## src/rtl/stream_bundle_feeder_if.sv

```systemverilog
// Stream bundle shared by the feeder and its consumers: payload, handshake,
// transfer counter and sticky overflow flag travel together.
interface StreamIf #(
  parameter int WIDTH = 5,
  parameter int CNT_W = 8
);
  logic             valid;
  logic [WIDTH-1:0] data;
  logic [CNT_W-1:0] count;
  logic             ovf;
  logic             ready;

  modport Src (output valid, output data, output count, output ovf, input ready);
  modport Snk (input valid, input data, input count, input ovf, output ready);
endinterface

```

## src/rtl/stream_bundle_feeder.sv

```systemverilog
// Valid/ready to StreamIf producer: small FIFO with registered first-word
// fall-through head, transfer counter and sticky overflow-attempt flag.
module stream_bundle_feeder #(
  parameter int WIDTH = 5,
  parameter int DEPTH = 4,
  parameter int CNT_W = 8
) (
  input  logic                     clk,
  input  logic                     rst_n,
  input  logic                     in_valid,
  output logic                     in_ready,
  input  logic [WIDTH-1:0]         in_data,
  input  logic                     flush,
  StreamIf.Src                     out,
  output logic [$clog2(DEPTH):0]   level
);

  localparam int AW = $clog2(DEPTH);
  localparam int PW = AW + 1;

  localparam logic [1:0] EMPTY  = 2'd0;
  localparam logic [1:0] ACTIVE = 2'd1;
  localparam logic [1:0] FULL   = 2'd2;

  logic [WIDTH-1:0] r_mem [DEPTH];
  logic [PW-1:0]    r_wr_ptr;
  logic [PW-1:0]    r_rd_ptr;
  logic [1:0]       r_state;
  logic             r_valid;
  logic [WIDTH-1:0] r_data;
  logic [CNT_W-1:0] r_count;
  logic             r_ovf;

  logic             w_push;
  logic             w_pop;
  logic [PW-1:0]    w_wr_next;
  logic [PW-1:0]    w_rd_next;
  logic [PW-1:0]    w_level_next;
  logic [WIDTH-1:0] w_head_next;
  logic [1:0]       w_state_next;

  assign in_ready = (r_state != FULL);
  assign w_push   = in_valid && in_ready && !flush;
  assign w_pop    = r_valid && out.ready;

  assign w_wr_next    = r_wr_ptr + PW'(w_push);
  assign w_rd_next    = r_rd_ptr + PW'(w_pop);
  assign w_level_next = w_wr_next - w_rd_next;

  // The word being written this edge becomes the head only when it lands in
  // the slot the read pointer moves to, i.e. the FIFO drains to just this word.
  assign w_head_next = (w_push && (r_wr_ptr[AW-1:0] == w_rd_next[AW-1:0]))
                       ? in_data : r_mem[w_rd_next[AW-1:0]];

  // NOTE: every variable assigned in always_comb gets a default first, so no
  // path leaves it unassigned and no latch is inferred.
  always_comb begin
    w_state_next = ACTIVE;
    if (w_level_next == '0)               w_state_next = EMPTY;
    else if (w_level_next == PW'(DEPTH))  w_state_next = FULL;
  end

  // NOTE: storage has no reset; the pointers alone define which entries are
  // live, so resetting the array would only cost reset fan-out.
  always_ff @(posedge clk) begin
    if (w_push) r_mem[r_wr_ptr[AW-1:0]] <= in_data;
  end

  // NOTE: state registers use non-blocking assignments so every register in
  // this block samples pre-edge values regardless of statement order.
  always_ff @(posedge clk or negedge rst_n) begin
    if (!rst_n) begin
      r_wr_ptr <= '0;
      r_rd_ptr <= '0;
      r_state  <= EMPTY;
      r_valid  <= 1'b0;
      r_data   <= '0;
      r_count  <= '0;
      r_ovf    <= 1'b0;
    end else begin
      if (w_pop)                  r_count <= r_count + 1'b1;
      if (in_valid && !in_ready)  r_ovf   <= 1'b1;

      if (flush) begin
        r_wr_ptr <= '0;
        r_rd_ptr <= '0;
        r_state  <= EMPTY;
        r_valid  <= 1'b0;
      end else begin
        r_wr_ptr <= w_wr_next;
        r_rd_ptr <= w_rd_next;
        r_state  <= w_state_next;
        r_valid  <= (w_level_next != '0);
        if (w_level_next != '0) r_data <= w_head_next;
      end
    end
  end

  assign level     = r_wr_ptr - r_rd_ptr;
  assign out.valid = r_valid;
  assign out.data  = r_data;
  assign out.count = r_count;
  assign out.ovf   = r_ovf;

endmodule

```

## src/flat_wrapper.sv

```systemverilog
// flat-port wrapper written by rule: the top's interface ports become plain ports
module stream_bundle_feeder_flat 
#(
  parameter int WIDTH = 5,
  parameter int DEPTH = 4,
  parameter int CNT_W = 8
)
  (clk, rst_n, in_valid, in_ready, in_data, flush, level, out_valid, out_data, out_count, out_ovf, out_ready);
  StreamIf #(.WIDTH(WIDTH), .CNT_W(CNT_W)) out_i ();
  input  logic clk;
  input  logic rst_n;
  input  logic in_valid;
  output logic in_ready;
  input  logic [WIDTH-1:0] in_data;
  input  logic flush;
  output logic [$clog2(DEPTH):0] level;
  output wire logic [$bits(out_i.valid)-1:0] out_valid;
  output wire logic [$bits(out_i.data)-1:0] out_data;
  output wire logic [$bits(out_i.count)-1:0] out_count;
  output wire logic [$bits(out_i.ovf)-1:0] out_ovf;
  input wire logic [$bits(out_i.ready)-1:0] out_ready;
  assign out_valid = out_i.valid;
  assign out_data = out_i.data;
  assign out_count = out_i.count;
  assign out_ovf = out_i.ovf;
  assign out_i.ready = out_ready;
  stream_bundle_feeder #(.WIDTH(WIDTH), .DEPTH(DEPTH), .CNT_W(CNT_W)) u_core (.clk(clk), .rst_n(rst_n), .in_valid(in_valid), .in_ready(in_ready), .in_data(in_data), .flush(flush), .out(out_i), .level(level));
endmodule
```

## config.mk

```make
export PLATFORM = sky130hd
export DESIGN_NAME = stream_bundle_feeder_flat
export DESIGN_NICKNAME = d
export VERILOG_FILES = /design/src/rtl/stream_bundle_feeder_if.sv /design/src/rtl/stream_bundle_feeder.sv /design/src/flat_wrapper.sv
export SDC_FILE = /design/constraint.sdc
export NUM_CORES = 1
export LEC_CHECK = 0
export BUFFER_PORTS_ARGS = -buffer_cell sky130_fd_sc_hd__buf_2
export CAP_MARGIN = 10
export CORE_MARGIN = 10
export CORE_UTILIZATION = 41
export CTS_BUF_LIST = sky130_fd_sc_hd__clkbuf_8
export DETAILED_ROUTE_END_ITERATION = 10
export REMOVE_ABC_BUFFERS = 1
export SLEW_MARGIN = 20
export SYNTH_ARGS = -nofsm -noshare
export SYNTH_HDL_FRONTEND = slang
export SYNTH_SLANG_ARGS = --single-unit
export TNS_END_PERCENT = 1
```

## constraint.sdc

```tcl
create_clock -name clk -period 3 [get_ports clk]
set_clock_uncertainty 0.05 [all_clocks]
set_input_delay 0.15 -clock clk [delete_from_list [all_inputs] [get_ports clk]]
set_output_delay 0.15 -clock clk [all_outputs]
set_load 0.02 [all_outputs]
```

### Yosys cells after proc, flatten, opt, wreduce, memory -nomap -nowiden

Memories as Yosys holds them, arrays and structs flattened. A register that Yosys moved wholly into a read port is not among the register bits.
Index checks and enable logic that the tools add are counted.

* RAM bits: 20
* flip-flop bits (word level): 18
* input bits: 10
* memories kept: 1
* output and inout port bits: 19
* word-level logic and storage cells: 33

* bitwise logic cells: 1
* muxes and demuxes: 8
* equality and inequality tests: 2
* reductions and logical operators: 10
* add/sub/neg operators: 5

Memories
* u_core.r_mem: depth 4, bits a word 5, read ports 1, clocked after memory_dff 1, wr ports 1, RTL line stream_bundle_feeder.sv:25 `logic [WIDTH-1:0] r_mem [DEPTH];`

Operators by type and width (number)
* $add 8x1->8 const B: 1
* $add 3x1->3: 2
* $mux 2: 3
* $mux 3: 2
* $sub 3x3->3: 2
* $logic_and 1x1->1: 4
* $eq 3x3->1 const B: 1
* $logic_not 1->1: 3
* $logic_not 3->1: 1
* $mux 1: 3
* $reduce_bool 3->1: 1
* $ne 2x2->1 const B: 1
* $reduce_and 2->1: 1
* $not 1->1: 1

### Depth between registers and ports, before layout

Gate-level depths: netlist of run 1.

* word-level depth: 9
* depth in mapped cells: 11
* gate-level depth less buffers: 9

### Worst setup path before layout of run 1

OpenSTA, ideal clock, no wires.

* kind: register to register
* start point: reg u_core.r_valid (netlist: u_core.out.valid)
* end point: reg u_core.r_data[0] (netlist: u_core.out.data[0]), read port of u_core.r_mem
* path buffers: 2
* data required time: 2825 ps
* cell stages (with the launch flop): 12
* clock period less this slack: 2995 ps
* path slack: 5 ps
* arrival time: 2820 ps
* library setup time: 125 ps
* cells stage by stage: dfrtp_1 > and2_1 > buf_2 > ha_1 > ha_1 > clkbuf_1 > inv_1 > ha_1 > nor2b_1 > xnor3_2 > a31oi_4 > mux2_2

* longest elaborated chain between the ends: 5

Ends and longest elaborated chain
* from (decl): RTL line stream_bundle_feeder.sv:29 `logic r_valid;`
* from (signal assigned): RTL line stream_bundle_feeder.sv:93 `r_valid <= (w_level_next != '0);`
* $logic_and 1x1->1 *: RTL line stream_bundle_feeder.sv:44 `assign w_pop = r_valid && out.ready;`
* named net u_core.w_pop: RTL line stream_bundle_feeder.sv:35 `logic w_pop;`
* $add 3x1->3 *: RTL line stream_bundle_feeder.sv:47 `assign w_rd_next = r_rd_ptr + PW'(w_pop);`
* $sub 3x3->3: RTL line stream_bundle_feeder.sv:48 `assign w_level_next = w_wr_next - w_rd_next;`
* $reduce_bool 3->1: RTL line stream_bundle_feeder.sv:94 `if (w_level_next != '0) r_data <= w_head_next;`
* $reduce_and 2->1 (no line)
* to (decl): RTL line stream_bundle_feeder.sv:30 `logic [WIDTH-1:0] r_data;`

The timed path passes the listed nets; every way through them passes the cells marked *.
A chain may end at the register's enable or synchronous reset.

### Worst setup path in the final report of run 1

* start point: reg u_core.r_state[0]
* end point: reg u_core.r_data[3] (netlist: u_core.out.data[3]), read port of u_core.r_mem

* longest elaborated chain between the ends: 7

Ends and longest elaborated chain
* from (decl): RTL line stream_bundle_feeder.sv:28 `logic [1:0] r_state;`
* from (signal assigned): RTL line stream_bundle_feeder.sv:92 `r_state <= w_state_next;`
* $ne 2x2->1: RTL line stream_bundle_feeder.sv:42 `assign in_ready = (r_state != FULL);`
* $logic_and 1x1->1 (2 in a row): RTL line stream_bundle_feeder.sv:43 `assign w_push = in_valid && in_ready && !flush;`
* $add 3x1->3: RTL line stream_bundle_feeder.sv:46 `assign w_wr_next = r_wr_ptr + PW'(w_push);`
* $sub 3x3->3: RTL line stream_bundle_feeder.sv:48
* $reduce_bool 3->1: RTL line stream_bundle_feeder.sv:94
* $reduce_and 2->1 (no line)

No other way between the ends.

==> run_results.csv, run 1 <==
group,metric,value,unit
synthesis,avgSynthCellArea,15.29,um^2
synthesis,synth-seq-cells,43,
cells_and_area,multi_input_area,670.6,um^2
global_routing,grt.busiest_layer,"met2",
timing,drv_slew,0,
die,fp.coreArea,4414,um^2
cells_and_area,layout_common_cells,"buf_2 (28), dfrtp_1 (23), edfxtp_1 (20)",
synthesis,synth.area.top_cells,"edfxtp_1 (32%), dfrtp_1 (30%), mux2_2 (6.5%)",
placed_design,dp_hpwl,2674,um
cells_and_area,antenna_cells,0,
worst_hold_path,hold_class,"in -> reg",
timing,max_slew_margin,0.6592,
clock_tree,cts.sinks,43,
die,core.rowCount,24,
power,power.total,1.922,mW
die,fp.dieH,88.00,um
cells_and_area,utilization,0.5074,
synthesis,synth-async-reset-ratio,0.5349,
timing,final.period_utilization,0.9434,
worst_hold_path,whs_path_depth,1,
global_routing,use_met1,0.1181,
die,chipWidth,88.00,um
timing,worstMarginPinSlew,0.5094,ns
worst_setup_path,required,3.14,ns
drt,dr.first_iter.drc_count,84,
drt,ant_nets,0,
clock_tree,cts_tree,"yes",
cells_and_area,area_growth,18.15,%
cells_and_area,nets,177,
timing,max_freq,353.3,MHz
global_routing,grtUsageTotal,0.1000,
drt,via_per_inst,4.957,
drt,wl_per_cell,16.95,um
power,leakage,0.9600,nW
die,dieArea,7743,um^2
timing,holdWs,0.02001,ns
synthesis,synth-edff-count,20,
synthesis,synth_area_leader_cell,"edfxtp_1",
clock_tree,clock_latency,0.30,ns
drt,drc,0,
placed_design,dpl.cell_count,202,
worst_setup_path,critical_path_depth,9,
synthesis,synth_cell_types,24,
job,cap_violations,0,
cells_and_area,final_cell_area,2240,um^2
worst_setup_path,crit_family,"adder cells",
worst_setup_path,cp-start-kind,"flop",
worst_setup_path,cp-end-kind,"flop",
worst_setup_path,reg2reg_depth,9,
global_routing,grt_pass1_wl,5747,um
cells_and_area,fin_cells,211,
synthesis,synth_ff_type,"dfrtp_1",
timing,min_period,2.830,ns
timing,finalHoldViolCount,0,
worst_setup_path,worst-path-buf-inv,0,
synthesis,ys_seq_area_frac,0.6205,
placed_design,port_buffers,28,
synthesis,synth_warnings,0,
global_routing,grt_use_met3,0.03993,
die,initial_core_util,0.4294,
drt,dr.pass1.iters,4,
timing,rsz0062_at_grt,"no",
power,power_density,858.2,nW/um^2
global_routing,grt_max_degree,24,
clock_tree,cts.htree.levels,2,
clock_tree,clkTransAtPathRegs,0.09,ns
cells_and_area,drive_above_1_share,0.3522,
timing,setup_viol,0,
clock_tree,root_buffer,"clkbuf_8",
global_routing,antenna_found_initial,0,
worst_setup_path,reg2reg_slack,0.17,ns
synthesis,yosysTopAreaCellShare,0.3168,
global_routing,grt-ovfl-total,0,
drt,vias,1046,
drt,drt_wl_total,3577,um
power,ir_drop,0.3081,mV
worst_setup_path,crit_fanout,6,
cells_and_area,final_common_cell,"buf_2",
clock_tree,clk_path_buf_depth,2,
clock_tree,numCtsBuffers,5,
cells_and_area,regArea,1176,um^2
timing,worst_slack,0.1699,ns
cells_and_area,n_fill_cell,380,
synthesis,netlist_area,1896,um^2
placed_design,place_congestion,0.7306,
worst_setup_path,crit_chain,"nand2b_1 -> and2_1 -> ha_1 -> ha_1 -> ha_1 -> nor2b_1 -> xnor3_2 -> a31oi_4 -> mux2_2",
worst_setup_path,slowest_stage,"xnor3_2",
global_routing,grt_pass1_vias,1164,
timing,setup_tns,0,ns
worst_setup_path,crit_type,"reg -> reg",
global_routing,use_met2,0.1574,
worst_setup_path,crit_top_cell,"ha_1",
placed_design,place_area,2097,um^2
status,outcome,"finished clean",
synthesis,synth_cells,124,
worst_setup_path,cp_slowest_stage_delay,0.38,ns
die,io_pins,29,
placed_design,pre_cts_slack,0.1540,ns
worst_setup_path,crit_arrival,2.97,ns
timing repair:
action,in CTS,in global routing
setup buffers,0,0
hold buffers,1,0
resized for setup,0,0
endpoints found under the hold margin,23,0
power breakdown:
| part | internal (mW) | total [mW] | switching, mW |
|---|---|---|---|
| Clock | 0.329 | 0.527 | 0.198 |
| Combinational | 0.282 | 0.609 | 0.327 |
| Sequential | 0.718 | 0.786 | 0.0681 |
| Total | 1.33 | 1.92 | 0.593 |
registers in the layout, summed over array words and instances, names as in the netlist:
register	count
u_core.r_mem	20
u_core.r_rd_ptr	3
u_core.out.valid	1
u_core.out.count	8
u_core.r_wr_ptr	3
u_core.out.ovf	1
u_core.out.data	5
u_core.r_state	2
per-layer routing:
metal  vias up  wire length, um
li1        504                -
met1       515             1602
met2        21             1732
met3         6              177
met4         0               64
met5         -                0
cell type report:
type                       count  area share
tap                           52     0.02905
inverter                       8     0.01341
clock buffer                   5     0.03073
clock inverter                 3     0.02849
multi-input combinational     69      0.2994
sequential                    43      0.5251
timing repair buffer          31     0.07374
synthesized netlist by cell type (2+ instances only):
cell type and number:
dfrtp_1 23, mux2_2 11, nor2_1 7, buf_2 3, and2_1 2, nand4_1 4, mux4_2 5, xnor2_1 12
nand2_1 4, ha_1 8, inv_1 8, edfxtp_1 20, nor2b_1 4, and3_1 3
worst paths after layout:
| kind | start | end |
|---|---|---|
| worst min-delay path | in_data[3] | u_core.r_mem[2][3] |
| min in group asynchronous | rst_n | u_core.r_rd_ptr[0] |
| worst min register to register | u_core.out.count[7] | u_core.out.count[7] |
| max in group asynchronous | rst_n | u_core.out.valid |
| worst max register to register | u_core.r_state[0] | u_core.out.data[3] |
| worst max-delay path | u_core.r_state[0] | u_core.out.data[3] |
logic make-up after synthesis:
| family | count (synthesis) | synth area share |
|---|---|---|
| flip-flops | 43 | 0.6205 |
| AND/OR/NAND/NOR | 27 | 0.07524 |
| multiplexers | 16 | 0.1248 |
| XOR/XNOR | 14 | 0.07261 |
| buffers and inverters | 12 | 0.02574 |
| adder cells (fa/ha/maj) | 9 | 0.06337 |
| AO/OA/AOI/OAI | 3 | 0.01782 |
No activity file was read; power rests on OpenSTA's default activity.
==> run 2: changes to the inputs <==
--- a/config.mk
+++ b/config.mk
@@ -11,6 +11,7 @@
 export CORE_UTILIZATION = 41
 export CTS_BUF_LIST = sky130_fd_sc_hd__clkbuf_8
 export DETAILED_ROUTE_END_ITERATION = 10
+export MAX_ROUTING_LAYER = met4
 export REMOVE_ABC_BUFFERS = 1
 export SLEW_MARGIN = 20
 export SYNTH_ARGS = -nofsm -noshare
==> run_results.csv, run 2 (same netlist as run 1, synthesis figures left out) <==
group,metric,value,unit
timing,final.period_utilization,0.9420,
worst_setup_path,crit_chain,"nand2b_1 -> and2_1 -> ha_1 -> ha_1 -> ha_1 -> nor2b_1 -> xnor3_2 -> a31oi_4 -> mux2_2",
cells_and_area,nets,177,
die,initial_core_util,0.4294,
cells_and_area,n_fill_cell,380,
worst_setup_path,required,3.14,ns
status,outcome,"finished clean",
timing,worstMarginPinSlew,0.5172,ns
timing,drv_slew,0,
drt,drt_wl_total,3541,um
die,io_pins,29,
timing,min_period,2.826,ns
cells_and_area,final_common_cell,"buf_2",
power,ir_drop,0.3082,mV
timing,max_freq,353.9,MHz
worst_setup_path,crit_top_cell,"ha_1",
cells_and_area,area_growth,18.15,%
worst_setup_path,crit_family,"adder cells",
worst_setup_path,cp-end-kind,"flop",
timing,rsz0062_at_grt,"no",
cells_and_area,regArea,1176,um^2
timing,max_slew_margin,0.6539,
placed_design,place_congestion,0.7394,
drt,vias,1035,
global_routing,grt_pass1_vias,1156,
worst_hold_path,whs_path_depth,1,
die,chipWidth,88.00,um
worst_setup_path,critical_path_depth,9,
die,dieArea,7743,um^2
cells_and_area,drive_above_1_share,0.3522,
clock_tree,cts_setup_buffers,0,
cells_and_area,layout_common_cells,"buf_2 (28), dfrtp_1 (23), edfxtp_1 (20)",
power,leakage,0.9600,nW
clock_tree,clkTransAtPathRegs,0.08,ns
worst_setup_path,cp-start-kind,"flop",
global_routing,grtUsageTotal,0.1027,
drt,dr.pass1.iters,4,
drt,via_per_inst,4.905,
clock_tree,root_buffer,"clkbuf_8",
global_routing,grt-ovfl-total,0,
clock_tree,clk_path_buf_depth,2,
die,fp.coreArea,4414,um^2
worst_setup_path,crit_type,"reg -> reg",
cells_and_area,largest_register_ffs,20,
global_routing,grt_pass1_wl,5754,um
die,fp.dieH,88.00,um
clock_tree,cts.htree.levels,2,
job,cap_violations,0,
drt,wl_per_cell,16.78,um
clock_tree,clock_latency,0.30,ns
worst_setup_path,cp_slowest_stage_delay,0.38,ns
cells_and_area,antenna_cells,0,
worst_setup_path,crit_arrival,2.96,ns
drt,drc,0,
timing,finalHoldViolCount,0,
worst_setup_path,crit_fanout,6,
worst_hold_path,hold_class,"in -> reg",
die,core.rowCount,24,
clock_tree,cts_tree,"yes",
placed_design,dp_hpwl,2674,um
clock_tree,cts-resized-gates,0,
worst_setup_path,slowest_stage,"xnor3_2",
drt,dr.first_iter.drc_count,77,
clock_tree,numCtsBuffers,5,
cells_and_area,final_cell_area,2240,um^2
placed_design,port_buffers,28,
power,power_density,856.5,nW/um^2
drt,ant_nets,0,
global_routing,antenna_found_initial,0,
clock_tree,postCtsHoldBufs,1,
global_routing,grt_max_degree,24,
worst_setup_path,worst-path-buf-inv,0,
worst_setup_path,reg2reg_depth,9,
clock_tree,cts.sinks,43,
placed_design,place_area,2097,um^2
timing,setup_viol,0,
cells_and_area,multi_input_area,670.6,um^2
timing,setup_tns,0,ns
[run 2: layer usage]
metal  global-route usage  routed length (um)  share of wire  vias up
met5                    -                   0              0        -
met4              0.04348                  60          0.017        0
met3              0.03714                 176          0.050        5
met2               0.1574                1752           0.49       24
met1               0.1187                1551           0.44      502
li1                     -                   -              -      504
[run 2: per-stage QoR]
step | cells | setup WS (ns) | util | power [mW] | hold slack, ns
floorplan | 120 | 0.1920 | - | 1.219 | -0.1956
global placement | 202 | 0.2289 | 0.4751 | 1.410 | 0.09399
detailed placement | 202 | 0.1540 | 0.4751 | 1.423 | 0.1081
CTS | 211 | 0.1422 | 0.5074 | 1.955 | 0.01668
global route | 211 | 0.009438 | 0.5074 | 2.035 | 0.01751
finish | 211 | 0.1740 | 0.5074 | 1.918 | 0.02409
[run 2: cell type report]
class / instances / area share
inverters: 8 / 0.01341
flip-flops and latches: 43 / 0.5251
clock inverters: 3 / 0.02849
repair buffers: 31 / 0.07374
well taps: 52 / 0.02905
multi-input cells: 69 / 0.2994
clock buffers: 5 / 0.03073
[run 2: worst register-to-register path: cells and delay by family, from the launching register on]
family / cells / cell delay (ns)
flops: 1 / 0.35
compound gates: 1 / 0.30
mux: 1 / 0.37
xor+xnor: 1 / 0.38
simple gates: 3 / 0.56
fa+ha+maj: 3 / 0.71
[run 2: path summary, 6_finish.rpt]
kind                                startpoint                   to  slack (ns)
hold / removal                      in_data[3]   u_core.r_mem[0][3]        0.02
setup / recovery             u_core.r_state[0]   u_core.out.data[3]        0.17
max in group asynchronous                rst_n     u_core.out.valid        2.25
min in group asynchronous                rst_n   u_core.r_rd_ptr[0]        0.30
setup reg to reg             u_core.r_state[0]   u_core.out.data[3]        0.17
hold reg to reg            u_core.out.count[7]  u_core.out.count[7]        0.43
[run 2: power breakdown]
group / switching, mW / internal [mW]
Sequential: 0.0679 / 0.718
Combinational: 0.326 / 0.282
Clock: 0.195 / 0.329
==> run 3: changes to the inputs <==
==> constraint.sdc (replaced) <==
create_clock -name clk -period 3 [get_ports clk]
set_clock_uncertainty 0.05 [all_clocks]
set_input_delay 0.45 -clock clk [delete_from_list [all_inputs] [get_ports clk]]
set_output_delay 0.45 -clock clk [all_outputs]
set_load 0.02 [all_outputs]
==> run_results.csv, run 3 (same netlist as run 1, synthesis figures left out) <==
group,metric,value,unit
status,outcome,"finished clean",
cells_and_area,drive_above_1_share,0.3688,
global_routing,grt-ovfl-total,0,
worst_setup_path,cp-end-kind,"flop",
cells_and_area,fin_cells,212,
timing,max_freq,362.3,MHz
die,chipWidth,88.00,um
worst_setup_path,crit_chain,"nand2b_1 -> and2_1 -> ha_1 -> ha_1 -> ha_1 -> nor2b_1 -> xnor3_2 -> a31oi_4 -> mux2_2",
worst_setup_path,crit_family,"adder cells",
worst_setup_path,cp_slowest_stage_delay,0.38,ns
global_routing,grt_use_met3,0.04085,
placed_design,place_congestion,0.8281,
clock_tree,cts.sinks,43,
die,dieArea,7743,um^2
cells_and_area,largest_register_ffs,20,
timing,final.period_utilization,0.9201,
die,initial_core_util,0.4294,
drt,via_per_inst,5.005,
timing,setup_viol,0,
worst_hold_path,hold_class,"in -> async",
clock_tree,cts_setup_buffers,0,
worst_setup_path,reg2reg_depth,9,
global_routing,grt_max_degree,24,
worst_setup_path,crit_type,"reg -> reg",
global_routing,grt.busiest_layer,"met2",
cells_and_area,antenna_cells,0,
global_routing,grtUsageTotal,0.1135,
placed_design,dp_hpwl,2805,um
drt,drc,0,
clock_tree,cts_tree,"yes",
cells_and_area,nets,178,
drt,drt_wl_total,3650,um
global_routing,use_met1,0.1417,
drt,vias,1061,
clock_tree,clkTransAtPathRegs,0.09,ns
worst_setup_path,crit_top_cell,"ha_1",
placed_design,port_buffers,28,
worst_setup_path,critical_path_depth,9,
clock_tree,root_buffer,"clkbuf_8",
clock_tree,clock_latency,0.30,ns
timing,drv_slew,0,
timing,rsz0062_at_grt,"no",
power,ir_drop,0.3448,mV
timing,min_period,2.760,ns
global_routing,grt_pass1_wl,6403,um
die,io_pins,29,
timing,setup_tns,0,ns
die,fp.dieH,88.00,um
clock_tree,numCtsBuffers,5,
job,cap_violations,0,
global_routing,use_met2,0.1640,
global_routing,grt_pass1_vias,1202,
global_routing,antenna_found_initial,0,
power,power.total,1.862,mW
cells_and_area,utilization,0.5040,
cells_and_area,final_common_cell,"buf_2",
timing,worstMarginPinSlew,0.5028,ns
timing,max_slew_margin,0.6636,
worst_setup_path,crit_fanout,6,
clock_tree,cts.htree.levels,2,
drt,wl_per_cell,17.22,um
drt,ant_nets,0,
die,fp.coreArea,4414,um^2
worst_setup_path,required,3.14,ns
die,core.rowCount,24,
worst_setup_path,worst-path-buf-inv,0,
cells_and_area,layout_common_cells,"buf_2 (28), dfrtp_1 (23), edfxtp_1 (20)",
placed_design,dpl.cell_count,204,
drt,dr.first_iter.drc_count,70,
worst_setup_path,cp-start-kind,"flop",
timing,holdWs,0.05682,ns
worst_setup_path,crit_arrival,2.90,ns
cells_and_area,area_growth,17.36,%
clock_tree,cts-resized-gates,0,
power,leakage,0.9545,nW
clock_tree,postCtsHoldBufs,0,
clock_tree,clk_path_buf_depth,2,
cells_and_area,n_fill_cell,389,
timing,finalHoldViolCount,0,
worst_setup_path,slowest_stage,"xnor3_2",
power,power_density,837.0,nW/um^2
drt,dr.pass1.iters,3,
[run 3: routing by layer]
layer  up-vias  wire length (um)
met5         -                 0
met4         0                65
met3         7               175
met2        21              1739
met1       527              1669
li1        506                 -
[run 3: area by class of cell]
class,instances,area [um^2],area share
Clock buffer,5,68.82,0.03093
Multi-Input combinational cell,69,670.6,0.3015
Inverter,8,30.03,0.01350
Sequential cell,43,1176,0.5287
Clock inverter,3,43.79,0.01969
Timing Repair Buffer,32,170.2,0.07649
Tap cell,52,65.06,0.02925
[run 3: power by group]
part	leakage [nW]	switching, mW	total, mW	internal (mW)
registers	0.472	0.0701	0.788	0.718
logic	0.425	0.333	0.621	0.288
clock network	0.0581	0.205	0.453	0.248
[run 3: through the flow]
| step | cell area [um^2] | setup slack [ns] |
|---|---|---|
| after floorplan | 1877 | 0.1920 |
| after global placement | 2112 | 0.1459 |
| after detailed placement | 2112 | 0.07245 |
| after CTS | 2225 | 0.2140 |
| after global routing | 2225 | 0.07790 |
| final | 2225 | 0.2396 |
[run 3: worst paths after layout]
check,start,to,slack (ns)
min in group clk,in_data[3],u_core.r_mem[0][3],0.33
max in group asynchronous,rst_n,u_core.r_rd_ptr[1],2.50
hold reg to reg,u_core.out.count[7],u_core.out.count[7],0.42
setup / recovery,u_core.r_state[0],u_core.out.data[3],0.24
setup reg to reg,u_core.r_state[0],u_core.out.data[3],0.24
hold / removal,rst_n,u_core.r_wr_ptr[1],0.06
